File: src/rtl/lsu_ctrl.sv
// MEM-stage load/store unit: one access per handshake, alignment check, word bus with byte enables.
// Latency: misaligned 1 edge after accept, aligned >=2 edges after accept; no backpressure beyond req_ready (IDLE only). Optional LSU_TIMEOUT_EN.
module lsu_ctrl #(
    parameter int ADDR_W  = 32,
    parameter int TIMEOUT = 16
) (
    input  logic              clk,
    input  logic              reset,
    input  logic              req_valid,
    output logic              req_ready,
    input  logic [ADDR_W-1:0] addr,
    input  logic [2:0]        ld_sel,
    input  logic [1:0]        st_sel,
    input  logic [31:0]       wdata,
    output logic              resp_valid,
    output logic [31:0]       rdata,
    output logic              exc,
    output logic [4:0]        exc_code,
    output logic              bus_req,
    output logic              bus_we,
    output logic [ADDR_W-1:0] bus_addr,
    output logic [3:0]        bus_be,
    output logic [31:0]       bus_wdata,
    input  logic              bus_ack,
    input  logic [31:0]       bus_rdata,
    input  logic              bus_err
);

    localparam logic [2:0] LD_LW  = 3'b000;
    localparam logic [2:0] LD_LBU = 3'b001;
    localparam logic [2:0] LD_LB  = 3'b010;
    localparam logic [2:0] LD_LHU = 3'b011;
    localparam logic [2:0] LD_LH  = 3'b100;

    localparam logic [1:0] ST_SB = 2'b01;
    localparam logic [1:0] ST_SH = 2'b10;
    localparam logic [1:0] ST_SW = 2'b11;

    localparam logic [4:0] EXC_ADEL = 5'd4;
    localparam logic [4:0] EXC_ADES = 5'd5;
    localparam logic [4:0] EXC_DBE  = 5'd7;

    typedef enum logic [1:0] {S_IDLE, S_WAIT, S_RESP} state_t;

    state_t            state_q, state_d;
    logic [1:0]        addr_lo_q, addr_lo_d;
    logic [2:0]        ld_q, ld_d;
    logic [1:0]        st_q, st_d;
    logic              bus_req_q, bus_req_d;
    logic              bus_we_q, bus_we_d;
    logic [ADDR_W-1:0] bus_addr_q, bus_addr_d;
    logic [3:0]        bus_be_q, bus_be_d;
    logic [31:0]       bus_wdata_q, bus_wdata_d;
    logic              resp_valid_q, resp_valid_d;
    logic [31:0]       rdata_q, rdata_d;
    logic              exc_q, exc_d;
    logic [4:0]        exc_code_q, exc_code_d;

`ifdef LSU_TIMEOUT_EN
    localparam int CNT_W = (TIMEOUT < 2) ? 1 : $clog2(TIMEOUT + 1);
    logic [CNT_W-1:0]  cnt_q, cnt_d;
`endif

    logic [2:0] ld_norm;
    logic       is_store;
    logic       misaligned;

    function automatic logic [31:0] load_ext(input logic [2:0] sel, input logic [1:0] a,
                                             input logic [31:0] w);
        logic [7:0]  b;
        logic [15:0] h;
        case (a)
            2'd0:    b = w[7:0];
            2'd1:    b = w[15:8];
            2'd2:    b = w[23:16];
            default: b = w[31:24];
        endcase
        h = a[1] ? w[31:16] : w[15:0];
        case (sel)
            LD_LBU:  load_ext = {24'h0, b};
            LD_LB:   load_ext = {{24{b[7]}}, b};
            LD_LHU:  load_ext = {16'h0, h};
            LD_LH:   load_ext = {{16{h[15]}}, h};
            default: load_ext = w;
        endcase
    endfunction

    // Undefined load selects behave as lw, including for the alignment check.
    always_comb begin
        ld_norm  = (ld_sel > LD_LH) ? LD_LW : ld_sel;
        is_store = (st_sel != 2'b00);
        if (is_store)
            misaligned = (st_sel == ST_SW) ? (addr[1:0] != 2'b00) :
                         (st_sel == ST_SH) ? addr[0] : 1'b0;
        else
            misaligned = (ld_norm == LD_LW) ? (addr[1:0] != 2'b00) :
                         ((ld_norm == LD_LH) || (ld_norm == LD_LHU)) ? addr[0] : 1'b0;
    end

    always_comb begin
        state_d      = state_q;
        addr_lo_d    = addr_lo_q;
        ld_d         = ld_q;
        st_d         = st_q;
        bus_req_d    = bus_req_q;
        bus_we_d     = bus_we_q;
        bus_addr_d   = bus_addr_q;
        bus_be_d     = bus_be_q;
        bus_wdata_d  = bus_wdata_q;
        resp_valid_d = 1'b0;
        rdata_d      = '0;
        exc_d        = 1'b0;
        exc_code_d   = '0;
`ifdef LSU_TIMEOUT_EN
        cnt_d        = cnt_q;
`endif
        case (state_q)
            S_IDLE: begin
                if (req_valid) begin
                    addr_lo_d = addr[1:0];
                    ld_d      = ld_norm;
                    st_d      = st_sel;
                    if (misaligned) begin
                        state_d      = S_RESP;
                        resp_valid_d = 1'b1;
                        exc_d        = 1'b1;
                        exc_code_d   = is_store ? EXC_ADES : EXC_ADEL;
                    end else begin
                        state_d    = S_WAIT;
                        bus_req_d  = 1'b1;
                        bus_we_d   = is_store;
                        bus_addr_d = {addr[ADDR_W-1:2], 2'b00};
`ifdef LSU_TIMEOUT_EN
                        cnt_d      = '0;
`endif
                        case (st_sel)
                            ST_SB: begin
                                bus_be_d    = 4'b0001 << addr[1:0];
                                bus_wdata_d = {4{wdata[7:0]}};
                            end
                            ST_SH: begin
                                bus_be_d    = addr[1] ? 4'b1100 : 4'b0011;
                                bus_wdata_d = {2{wdata[15:0]}};
                            end
                            ST_SW: begin
                                bus_be_d    = 4'b1111;
                                bus_wdata_d = wdata;
                            end
                            default: begin
                                bus_be_d    = 4'b1111;
                                bus_wdata_d = '0;
                            end
                        endcase
                    end
                end
            end
            S_WAIT: begin
                if (bus_err) begin
                    state_d      = S_RESP;
                    bus_req_d    = 1'b0;
                    resp_valid_d = 1'b1;
                    exc_d        = 1'b1;
                    exc_code_d   = EXC_DBE;
                end else if (bus_ack) begin
                    state_d      = S_RESP;
                    bus_req_d    = 1'b0;
                    resp_valid_d = 1'b1;
                    rdata_d      = (st_q != 2'b00) ? 32'h0 : load_ext(ld_q, addr_lo_q, bus_rdata);
                end
`ifdef LSU_TIMEOUT_EN
                else if (cnt_q == CNT_W'(TIMEOUT - 1)) begin
                    state_d      = S_RESP;
                    bus_req_d    = 1'b0;
                    resp_valid_d = 1'b1;
                    exc_d        = 1'b1;
                    exc_code_d   = EXC_DBE;
                end else begin
                    cnt_d = cnt_q + 1'b1;
                end
`endif
            end
            S_RESP: begin
                state_d = S_IDLE;
            end
            default: begin
                state_d = S_IDLE;
            end
        endcase
    end

    always_ff @(posedge clk or negedge reset) begin
        if (!reset) begin
            state_q      <= S_IDLE;
            addr_lo_q    <= '0;
            ld_q         <= '0;
            st_q         <= '0;
            bus_req_q    <= 1'b0;
            bus_we_q     <= 1'b0;
            bus_addr_q   <= '0;
            bus_be_q     <= '0;
            bus_wdata_q  <= '0;
            resp_valid_q <= 1'b0;
            rdata_q      <= '0;
            exc_q        <= 1'b0;
            exc_code_q   <= '0;
`ifdef LSU_TIMEOUT_EN
            cnt_q        <= '0;
`endif
        end else begin
            state_q      <= state_d;
            addr_lo_q    <= addr_lo_d;
            ld_q         <= ld_d;
            st_q         <= st_d;
            bus_req_q    <= bus_req_d;
            bus_we_q     <= bus_we_d;
            bus_addr_q   <= bus_addr_d;
            bus_be_q     <= bus_be_d;
            bus_wdata_q  <= bus_wdata_d;
            resp_valid_q <= resp_valid_d;
            rdata_q      <= rdata_d;
            exc_q        <= exc_d;
            exc_code_q   <= exc_code_d;
`ifdef LSU_TIMEOUT_EN
            cnt_q        <= cnt_d;
`endif
        end
    end

    assign req_ready  = (state_q == S_IDLE);
    assign resp_valid = resp_valid_q;
    assign rdata      = rdata_q;
    assign exc        = exc_q;
    assign exc_code   = exc_code_q;
    assign bus_req    = bus_req_q;
    assign bus_we     = bus_we_q;
    assign bus_addr   = bus_addr_q;
    assign bus_be     = bus_be_q;
    assign bus_wdata  = bus_wdata_q;

endmodule
File: config.mk
export PLATFORM = sky130hd
export DESIGN_NAME = lsu_ctrl
export DESIGN_NICKNAME = d
export VERILOG_FILES = /design/src/rtl/lsu_ctrl.sv
export SDC_FILE = /design/constraint.sdc
export NUM_CORES = 1
export LEC_CHECK = 0
export CORE_MARGIN = 3
export CORE_UTILIZATION = 44
export DETAILED_ROUTE_END_ITERATION = 10
export PLACE_DENSITY = 0.81
export SYNTH_ARGS = -nofsm -noshare
export SYNTH_HDL_FRONTEND = slang
export SYNTH_SLANG_ARGS = --single-unit
File: constraint.sdc
create_clock -name clk -period 1.96 [get_ports clk]
set_input_delay 0.196 -clock clk [delete_from_list [all_inputs] [get_ports clk]]
set_output_delay 0.196 -clock clk [all_outputs]
set_load 0.01 [all_outputs]
* Word-level counts from Yosys, hierarchy flattened
Index checks and enable logic that the tools add are counted.
Storage, ports and cells: input port bits 106, memory bits (writable) 0, bits in registers 116, bits in read-only memories 0, latch bits 0, memories kept 0, output and inout port bits 110
Cells by class: shift operators 1, add/sub/neg operators 0, $mul 0, multiplexer cells 38, bitwise gates (word level) 1, equality and inequality tests 15, divide/modulo/power cells 0, reductions and logical operators 12, order comparisons 1
Operator list (number):
- two-way mux 32 bit | 4
- one-hot mux 32 bit (4 select lines) | 1
- one-hot mux 32 bit (3 select lines) | 1
- one-hot mux 8 bit (3 select lines) | 1
- two-way mux 16 bit | 1
- two-way mux 1 bit | 15
- two-way mux 3 bit | 4
- equality test 3 x 2 -> 1 bit (second input constant) | 3
- two-way mux 2 bit | 4
- one-hot mux 4 bit (2 select lines) | 1
- nonzero test 2 bit | 4
- equality test 2 x 1 -> 1 bit (second input constant) | 3
- equality test 2 bit (second input constant) | 3
- equality test 3 bit (second input constant) | 2
- one-hot mux 1 bit (2 select lines) | 3
- one-hot mux 3 bit (2 select lines) | 1
- zero test 2 bit | 2
- two-way mux 4 bit | 1
- != test 2 bit (second input constant) | 2
- one-hot mux 2 bit (2 select lines) | 1
- AND reduction 2 bit | 2
- AND reduction 4 bit | 1
- << shifter 1 x 2 -> 4 bit (first input constant) | 1
- equality test 3 x 1 -> 1 bit (second input constant) | 1
- other kinds (6) | 6

* Depth between registers and ports, before layout
Gate-level depths: netlist of the first run.
depth after elaboration 10, gate-level depth with buffers 9, mapped depth without buffers 6

* Least setup slack after synthesis of the first run
No wires, ideal clock.
path type input to register, start point input st_sel[1], end point register bus_wdata_q[10], in the netlist bus_wdata[10], cell stages on the path 8, setup time 0.125 ns, data arrival time 2.017 ns, path buffers 3, setup slack -0.182 ns, path through clkbuf_1 inv_1 ha_1 clkbuf_1 o31a_1 a211oi_4 buf_6 mux2_2
On the way: cells in the longest elaborated chain, start to end 6, elaborated cells on any way between the ends 10, classes of those cells 3 x eq/ne; 4 x mux; 1 x bitwise; 2 x reduce/logical
Ends and longest elaborated chain:
- start: declaration | line 13 | input logic [1:0] st_sel,
- equality test 2 bit | line 94, 136
- two-way mux 1 bit | line 94 | (st_sel == ST_SH) ? addr[0] : 1'b0;
- two-way mux 1 bit | line 93 | misaligned = (st_sel == ST_SW) ? (addr[1:0] != 2'b00) :
- two-way mux 1 bit | line 92 | if (is_store)
- inverter 1 bit (no source line)
- AND reduction 3 bit (no source line)
- end signal: assignment | line 218 | bus_wdata_q <= bus_wdata_d;
- end: declaration | line 53 | logic [31:0] bus_wdata_q, bus_wdata_d;
Several ways; a longest one is shown, not always the timed one. A chain may end at the register's enable or synchronous reset.

* Worst setup path in the final report of the first run
start point input ld_sel[1], end point register bus_addr_q[28], in the netlist bus_addr[28]
On the way: cells in the longest elaborated chain, start to end 9, elaborated cells on any way between the ends 11, classes of those cells 1 x order compare; 2 x eq/ne; 4 x mux; 1 x bitwise; 3 x reduce/logical
Ends and longest elaborated chain:
- start: declaration | line 12 | input logic [2:0] ld_sel,
- greater-than comparator 3 bit | line 90 | ld_norm = (ld_sel > LD_LH) ? LD_LW : ld_sel;
- two-way mux 3 bit (*) | line 90
- equality test 3 bit / equality test 3 x 2 -> 1 bit (equally long branches) | line 97 | ((ld_norm == LD_LH) || (ld_norm == LD_LHU)) ? addr[0] : 1'b0;
- logical OR 1 bit | line 97
- two-way mux 1 bit | line 97
- two-way mux 1 bit (*) | line 96 | misaligned = (ld_norm == LD_LW) ? (addr[1:0] != 2'b00) :
- two-way mux 1 bit (*) | line 92
- inverter 1 bit (no source line) (*)
- AND reduction 3 bit (no source line) (*)
- end signal: assignment | line 216 | bus_addr_q <= bus_addr_d;
- end: declaration | line 51 | logic [ADDR_W-1:0] bus_addr_q, bus_addr_d;
Every way passes the cells marked *; elsewhere a longest branch is shown, timed or not.

==> out/results.txt, run 1 <==
Distinct cell type count after synthesis: 45
Asr flop ratio synth: 1.00
Synth Register Bits: 113
R2R Path End: rdata[8]
Nets@finish: 828
DRC Markers: 0
Vias in the first global route: 5,232
Final Hold Vio Count: 0
Worst r2r path cells: 4
Worst vdd ir: 0.000897 V
Worst path max stage delay: 0.43 ns
Core Area: 11,700 um^2
Worst setup SP type: input pin
Top FF cell, synth: dfrtp_1
Via/cell ratio: 5.70
CP Max Fanout: 19
Worst path slowest cell: clkdlybuf4s50_1
Row count: 39
Crit Path Class: in -> reg
Most frequent cells in the layout: clkdlybuf4s50_1, dfrtp_1, mux2_2
Largest net degree at the start of global routing: 68
Seq/Total Area, Yosys: 0.521
IO Count: 216
Final min period: 1.93 ns
Area delta synth->final: 55.5%
Pre-CTS setup slack: -0.467 ns
H-tree Lvls: 4
Post-synth EDFFs: 0
Share of cells above drive strength 1: 0.185
CTS Buf Count: 17
Gpl congestion: 0.862
DRT iter0 DRCs: 378
DR pass1 iterations: 5
Final setup viols: 0
Most common library cell in the layout ignoring fill and taps: clkdlybuf4s50_1
Total grt overflow: 0
R2R Path Start: ld_q[1]
CTS tree: built
CTS root buf: clkbuf_16
Placed cell area: 7860 um^2
Critical path endpoint category: flip-flop
Die width: 117 um
Antenna-violating nets left: 0
Avg WL per Cell: 20.1 um
Max-Cap Viols: 0
Fin Clk Skew: 0.00693 ns
Syn avg cell area: 11.3 um^2
Power Dens Cells: 1210 nW/um^2
Die Y: 117 um
Clock sink total: 113
Max Buffers Root-to-Sink: 2
Initial Util: 0.463
Post-DP HPWL: 12,700 um
Worst-path cell chain: clkdlybuf4s50_1 > buf_4 > and3_1 > o31a_1 > a211oi_4 > buf_6 > buf_12 > mux2_2
Synth Instances: 479
Rel. slew slack: 0.634
Static Leak: 0.00369 uW
Share of the clock period used by the worst path: 0.985
Worst-path clk slew: 0.05 ns
Outcome: finished, final reports clean
Detailed-route via count: 4,980
Synthesized cell area: 5430 um^2
Fmax: 518 MHz
Hold Path Class: in -> async
WP data required: 2.25 ns
Initial antenna violation count: 0
WP data arrival: 2.22 ns
Finished Cell Area: 8440 um^2
Die Area: 13,700 um^2
R2R Setup Slk: 0.14 ns
GRT Util Overall: 0.261
Global-route wire length before repair: 27,100 um
Max-slew violations: 0
Final wirelength: 17,600 um
Input/output buffers: 211
Worst skew pair latency: 0.41 ns
N_diodes: 0
PnR worst setup slack: 0.0293 ns
Worst slew pin tran: 0.547 ns
YS warnings: 0
## metrics by stage
step	hold WS (ns)	setup TNS, ns	power (uW)	util	std cells
6_report	0.151	0	10200	0.721	873
5_1_grt	0.147	-0.00191	10700	0.721	873
4_1_cts	0.138	0	10300	0.720	873
2_1_floorplan	-0.0996	0	5310	-	482
3_3_place_gp	0.0188	-26.71	7270	0.671	839
3_5_place_dp	0.0167	-29.78	7440	0.671	839
## cell families after synthesis
| kind of cell | count (synthesis) | share of synthesized area |
|---|---|---|
| xor+xnor | 1 | 0.00161 |
| fa+ha+maj | 4 | 0.00922 |
| mux | 76 | 0.156 |
| flops | 113 | 0.521 |
| compound gates | 116 | 0.161 |
| simple gates | 115 | 0.0973 |
| buf+inv | 53 | 0.0528 |
| other cells | 1 | 0.000691 |
## flip-flops by register name (all words and copies together) (netlist names)
name and count:
bus_wdata 32, rdata 32, bus_addr 30, bus_be 4
exc_code 3, ld_q 3, addr_lo_q 2, st_q 2
state_q 2, bus_req 1, bus_we 1, resp_valid 1
## worst max-delay path: cells and delay by family
family                 cells  cell delay [ns]
AO/OA/AOI/OAI              2             0.53
buffers and inverters      4             0.95
multiplexers               1             0.35
AND/OR/NAND/NOR            1             0.18
## worst max-delay path by stage
stage	cells after the start	start	to
final	8	ld_sel[1]	bus_addr[28]
after global routing	8	ld_sel[1]	bus_addr[30]
after CTS	7	ld_sel[2]	bus_addr[14]
after detailed placement	6	ld_sel[2]	bus_wdata[17]
after global placement	6	ld_sel[2]	bus_addr[23]
after floorplan	8	st_sel[1]	bus_wdata[10]
## repair_timing
| action | 4_1_cts | 5_1_grt |
|---|---|---|
| gates resized for setup | 3 | 3 |
| buffers inserted | 1 | 0 |
| gates cloned | 1 | 0 |
| hold buffers | 1 | 0 |
| hold endpoints to repair | 113 | 0 |
| setup endpoints to repair | 57 | 29 |
| pin swaps | 1 | 2 |
## metal layers
| layer | share of wire | up-vias | global-route usage |
|---|---|---|---|
| li1 | - | 2206 | - |
| met1 | 0.37 | 2444 | 0.299 |
| met2 | 0.50 | 294 | 0.445 |
| met3 | 0.10 | 36 | 0.0997 |
| met4 | 0.023 | 0 | 0.0994 |
| met5 | 0 | - | 0 |
## Yosys cell counts, types with 2 or more instances
master	n	area (um^2)
nor3b_1	2	15.0
o211a_1	7	70.1
a22oi_1	25	188
a21oi_1	12	60.1
mux2_2	56	631
a21o_1	2	15.0
ha_1	4	50.1
and3b_1	2	17.5
inv_1	14	52.6
o21a_1	17	128
nand2b_1	3	18.8
nor3_1	9	45.0
o21ai_0	17	85.1
nand2_1	28	105
mux2_1	3	33.8
a222oi_1	8	80.1
clkbuf_1	20	75.1
buf_6	6	67.6
nor2_1	49	184
dfrtp_1	113	2830
and3_1	2	12.5
and2_1	8	50.1
buf_4	5	37.5
a31oi_1	7	43.8
nor4_1	7	43.8
buf_2	6	30.0
a2bb2oi_1	8	70.1
o221ai_1	7	61.3
mux2i_1	16	160
## where the power goes
| part | total [uW] | internal (uW) | switching, uW | leakage (uW) |
|---|---|---|---|---|
| Combinational | 4070 | 2280 | 1790 | 0.00199 |
| Sequential | 3420 | 3000 | 423 | 0.00144 |
| Clock | 2720 | 1690 | 1020 | 0.000257 |
## cell type report
class	count	area, um^2
repair buffers	256	2530
flip-flops and latches	113	2830
clock inverters	6	32.5
inverters	14	52.6
multi-input cells	316	2330
clock buffers	25	485
well taps	143	179
fillers	818	3270
Power figures use the tool's default switching activity.
==> inputs of run 2 (changes only) <==
CORE_ASPECT_RATIO = 1.75   (was default)
==> run 2 against run 1 <==
  * Wire length decreased by 1.2%
  * Clock power increased by 19%
  * Design area increased by 3.1%
  * Cell count increased by 3.8%
  * Flip-flop and latch count unchanged
  * First-iteration DRC count decreased by 22%
  * Power increased by 5.7%
==> out/results.txt, run 2 (synthesis gave the netlist of run 1 again) <==
Critical path launch point: st_sel[1]
Row count: 53 (+36%)
Fin Clk Skew: 0.00662 ns (-0.000309 ns)
End of the worst hold path: ld_q[2]
Post-DP HPWL: 12,800 um (+0.32%)
Hold Path Class: in -> reg
Worst skew pair latency: 0.40 ns (about the same)
Total grt overflow: 0 (unchanged)
Share of the clock period used by the worst path: 0.948 (-0.0365)
Initial antenna violation count: 0 (unchanged)
Power Dens Cells: 1240 nW/um^2 (+2.5%)
Rel. slew slack: 0.588 (-0.0461)
Worst path slowest cell: clkdlybuf4s50_1
RSZ-0062 raised after global routing: false
Met1 WL: 5970 um (-8.0%)
DRT iter0 DRCs: 296 (-22%)
Antenna-violating nets left: 0 (unchanged)
Nets@finish: 839 (+1.3%)
Via/cell ratio: 5.44 (-4.6%)
DR pass1 iterations: 5 (unchanged)
Max Buffers Root-to-Sink: 2 (unchanged)
Static Leak: 0.00383 uW (+3.7%)
Input/output buffers: 211 (unchanged)
Max-slew violations: 0 (unchanged)
Most frequent cells in the layout: clkdlybuf4s50_1, dfrtp_1, mux2_2
R2R Path Start: ld_q[0]
Detailed-route via count: 4,931 (-0.98%)
GRT Util Overall: 0.247 (-0.0145)
Worst slew pin tran: 0.616 ns (+0.0689 ns)
H-tree Lvls: 4 (unchanged)
Share of cells above drive strength 1: 0.202 (+0.0175)
Worst hold start: ld_sel[0]
Worst-path cell chain: clkdlybuf4s50_1 > inv_1 > buf_4 > ha_2 > buf_4 > a222oi_1 > nor2_1 > mux2_1
Die Area: 13,800 um^2 (+0.39%)
Top cell by count, worst path: buf_4
Initial Util: 0.450 (-0.0137)
R2R Path End: rdata[13]
Worst path buffer plus inverter count: 4 (unchanged)
R2R Setup Slk: 0.13 ns (about the same)
Worst setup SP type: input pin
Setup_tns: 0 ns (unchanged)
CTS Buf Count: 17 (unchanged)
CP top delay family: buffers and inverters
Avg WL per Cell: 19.1 um (-4.8%)
Hold Crit Depth: 4
Final Hold Vio Count: 0 (unchanged)
Top layer reached by signal wires: met4
CTS root buf: clkbuf_16
Critical path endpoint category: flip-flop
Final setup viols: 0 (unchanged)
Worst-path clk slew: 0.05 ns (about the same)
Worst vdd ir: 0.000837 V (-6.7%)
Met2 wire length: 9710 um (+10%)
Final min period: 1.86 ns (-0.0716 ns)
Global-route wire length before repair: 26,800 um (-1.2%)
Worst path max stage delay: 0.55 ns (+0.12 ns)
Fmax: 538 MHz (+3.9%)
Die Y: 153 um (+31%)
Largest net degree at the start of global routing: 47 (-31%)
Gpl congestion: 0.883 (+2.4%)
Placed cell area: 7920 um^2 (+0.73%)
CTS tree: built
Finished Cell Area: 8700 um^2 (+3.1%)
Vias in the first global route: 5,121 (-2.1%)
DR WL met3: 1110 um (-40%)
Outcome: finished, final reports clean
Final wirelength: 17,300 um (-1.2%)
WP data required: 2.25 ns (about the same)
CP Max Fanout: 7 (-12)
WP data arrival: 2.15 ns (-0.07 ns)
Worst r2r path cells: 4 (unchanged)
Most common library cell in the layout ignoring fill and taps: clkdlybuf4s50_1
N_diodes: 0 (unchanged)
Core Area: 12,100 um^2 (+3.1%)
Crit Path Class: in -> reg
IO Count: 216 (unchanged)
Max-Cap Viols: 0 (unchanged)
DRC Markers: 0 (unchanged)
Die width: 90.0 um (-23%)
Area delta synth->final: 60.4%
Clock sink total: 113 (unchanged)
==> run 2: repair_timing <==
item | 4_1_cts | 5_1_grt
hold buffers | 1 | 0
gates resized for setup | 0 | 8
endpoints found under the hold margin | 33 | 0
setup buffers | 2 | 3
pin swaps | 1 | 5
gates cloned | 0 | 4
setup endpoints to repair | 56 | 65
==> run 2: layer usage <==
layer / GRT usage / vias up
li1: - / 2230
met1: 0.259 / 2393
met2: 0.471 / 252
met3: 0.0537 / 56
met4: 0.103 / 0
met5: 0 / -
==> run 2: worst reg2reg max path: stages, from the launching register on <==
cell and delay [ns]:
dfrtp_1 0.48, nor3b_1 0.44, nor2_1 0.23, o211a_1 0.26, nor3_1 0.30
==> run 2: how the worst max path moves through the flow <==
stage	cells past startpoint	slack, ns	end
finish	8	0.10	bus_wdata[24]
global route	4	0.02	rdata[7]
CTS	9	0.04	bus_wdata[6]
detailed placement	6	-0.46	bus_addr[7]
global placement	6	-0.41	bus_addr[19]
floorplan	8	0.005	bus_wdata[10]
==> run 2: layout make-up <==
| cell class | instances | area (um^2) |
|---|---|---|
| Clock buffer | 21 | 470 |
| Clock inverter | 10 | 158 |
| Fill cell | 864 | 3360 |
| Inverter | 14 | 52.6 |
| Multi-Input combinational cell | 316 | 2330 |
| Sequential cell | 113 | 2830 |
| Tap cell | 165 | 206 |
| Timing Repair Buffer | 267 | 2660 |
==> run 2: where the power goes <==
part	switching (uW)	total, uW	internal (uW)
Combinational	1790	4110	2330
Sequential	432	3430	3000
Clock	1030	3240	2210
==> run 2: per-stage QoR <==
step                      hold WS (ns)  instances  utilization  power, uW  setup WS (ns)
after detailed placement         0.184        865        0.656       7460         -0.457
final                            0.242        906        0.721      10800          0.101
after CTS                        0.316        899        0.710      10800         0.0373
after floorplan                -0.0996        482            -       5310        0.00464
after global routing             0.274        906        0.721      11300         0.0192
after global placement           0.182        865        0.656       7310         -0.412
==> inputs of run 3 (changes only) <==
--- a/constraint.sdc
+++ b/constraint.sdc
@@ -3,2 +3,2 @@
 set_output_delay 0.196 -clock clk [all_outputs]
-set_load 0.01 [all_outputs]
+set_load 0.05 [all_outputs]
==> run 3 against run 2 <==
  * Power rose by 16%
  * Design area fell by 1.5%
  * Count of clock-buffer cells in the layout did not move
  * Die area did not move
  * First-iteration DRC count rose by 11%
  * Cell count fell by 0.77%
  * Clock power fell by 6%
  * Worst setup slack got worse by 0.080 ns
  * Flip-flop and latch count did not move
  * Critical path depth fell by 1
  * Critical path type unchanged
  * Largest cell class unchanged
  * Highest routed layer unchanged
==> out/results.txt, run 3 (synthesis gave the netlist of run 1 again) <==
Outcome: finished, final reports clean
Finished Cell Area: 8570 um^2 (-1.5%)
Critical path endpoint category: flip-flop
Row count: 53 (unchanged)
DR WL met3: 1240 um (+11%)
Fillers: 921 (+6.6%)
N_diodes: 0 (unchanged)
Vias in the first global route: 5,222 (+2.0%)
Share of the clock period used by the worst path: 0.989 (+0.0407)
Top layer reached by signal wires: met4
Largest net degree at the start of global routing: 48 (+2.1%)
Max-slew violations: 0 (unchanged)
IO Count: 216 (unchanged)
Die Y: 153 um (unchanged)
Nets@finish: 831 (-0.95%)
CTS Buf Count: 17 (unchanged)
Hold slack: 0.293 ns (+0.0514 ns)
Worst slew pin tran: 0.607 ns (-0.00850 ns)
CP Max Fanout: 17 (+10)
WP data required: 2.25 ns (about the same)
Total grt overflow: 0 (unchanged)
Initial Util: 0.450 (unchanged)
Via/cell ratio: 5.41 (-0.63%)
Worst vdd ir: 0.00101 V (+21%)
Fmax: 516 MHz (-4.1%)
Hold Path Class: in -> async
Avg WL per Cell: 19.2 um (about the same)
Max-Cap Viols: 0 (unchanged)
Placed cell area: 7890 um^2 (-0.35%)
Final Hold Vio Count: 0 (unchanged)
CTS root buf: clkbuf_16
Met2 wire length: 9790 um (+0.78%)
Share of cells above drive strength 1: 0.198 (-0.00488)
Die width: 90.0 um (unchanged)
Max Buffers Root-to-Sink: 2 (unchanged)
Final wirelength: 17,200 um (-0.73%)
H-tree Lvls: 4 (unchanged)
Detailed-route via count: 4,862 (-1.4%)
Core Area: 12,100 um^2 (unchanged)
DRT iter0 DRCs: 329 (+11%)
Multi-input gate area: 2340 um^2 (+0.32%)
DR pass1 iterations: 7 (+2)
Power Dens Cells: 1460 nW/um^2 (+18%)
CTS tree: built
Seq. cell area: 2830 um^2 (unchanged)
Die Area: 13,800 um^2 (unchanged)
Area delta synth->final: 58.0%
DRC Markers: 0 (unchanged)
WP data arrival: 2.23 ns (+0.08 ns)
Worst-path cell chain: clkdlybuf4s50_1 > or3b_4 > a21o_1 > a211oi_4 > buf_4 > clkbuf_16 > mux2_2
GRT Util Overall: 0.250 (+0.00267)
Rel. slew slack: 0.594 (+0.00569)
Final min period: 1.94 ns (+0.0798 ns)
Worst setup SP type: input pin
Crit Path Class: in -> reg
Worst skew pair latency: 0.41 ns (about the same)
Most common library cell in the layout ignoring fill and taps: clkdlybuf4s50_1
Final Core Density: 0.710 (-0.0109)
Clock sink total: 113 (unchanged)
RSZ-0062 raised after global routing: true
Most frequent cells in the layout: clkdlybuf4s50_1, dfrtp_1, mux2_2
Final setup viols: 0 (unchanged)
Antenna-violating nets left: 0 (unchanged)
Worst path max stage delay: 0.47 ns (-0.08 ns)
Worst-path clk slew: 0.05 ns (about the same)
Met1 WL: 5540 um (-7.2%)
Gpl congestion: 0.887 (+0.44%)
Worst path slowest cell: clkdlybuf4s50_1
Initial antenna violation count: 0 (unchanged)
Static Leak: 0.00373 uW (-2.5%)
Global-route wire length before repair: 26,800 um (+0.21%)
Post-DP HPWL: 13,000 um (+2.2%)
Fin Clk Skew: 0.00851 ns (+0.00189 ns)
Input/output buffers: 211 (unchanged)
-- run 3: path summary, 6_finish.rpt --
kind,start,to,slack (ns),cells after the start
max,ld_sel[2],bus_wdata[29],0.02,7
min,reset,resp_valid,0.29,2
max reg2reg,ld_q[0],rdata[28],0.16,4
min reg2reg,bus_req,bus_req,0.48,1
max in group asynchronous,reset,bus_addr[29],0.93,3
min in group clk,addr[18],bus_addr[18],0.40,2
-- run 3: what timing repair did --
| item | in CTS | in global routing |
|---|---|---|
| buffers inserted | 0 | 2 |
| gates cloned | 0 | 2 |
| hold buffers | 1 | 0 |
| setup endpoints to repair | 29 | 63 |
| pin swaps | 0 | 1 |
| gates resized for setup | 1 | 1 |
| hold endpoints to repair | 31 | 0 |
-- run 3: power by group --
part	switching, uW	leakage [uW]	internal [uW]
clock network	1080	0.000282	1980
registers	427	0.00144	3000
logic	3740	0.00201	2270
total	5250	0.00373	7250
-- run 3: per-stage QoR --
stage | total power, uW | std cells | setup TNS (ns) | worst slack [ns]
after CTS | 12500 | 895 | -0.164 | -0.0244
after detailed placement | 9400 | 862 | -28.91 | -0.457
after global routing | 13000 | 899 | -0.331 | -0.0194
after global placement | 9230 | 862 | -27.65 | -0.425
after floorplan | 7250 | 482 | 0 | 0.00465
final | 12500 | 899 | 0 | 0.0211
-- run 3: cell type report --
cell class	count	area share
Tap cell	165	0.0241
Clock buffer	21	0.0549
Timing Repair Buffer	259	0.297
Sequential cell	113	0.330
Multi-Input combinational cell	316	0.273
Inverter	14	0.00613
Clock inverter	11	0.0152
-- run 3: routing by layer --
layer	global-route usage	vias up
met2	0.469	259
met5	0	-
met3	0.0724	54
li1	-	2219
met4	0.125	0
met1	0.246	2330
-- run 3: worst max-delay path, delay by kind of cell --
| kind | cells | cell delay, ns |
|---|---|---|
| buffers and inverters | 3 | 0.83 |
| AOI/OAI and AO/OA | 2 | 0.46 |
| and+or+nand+nor | 1 | 0.38 |
| muxes | 1 | 0.34 |
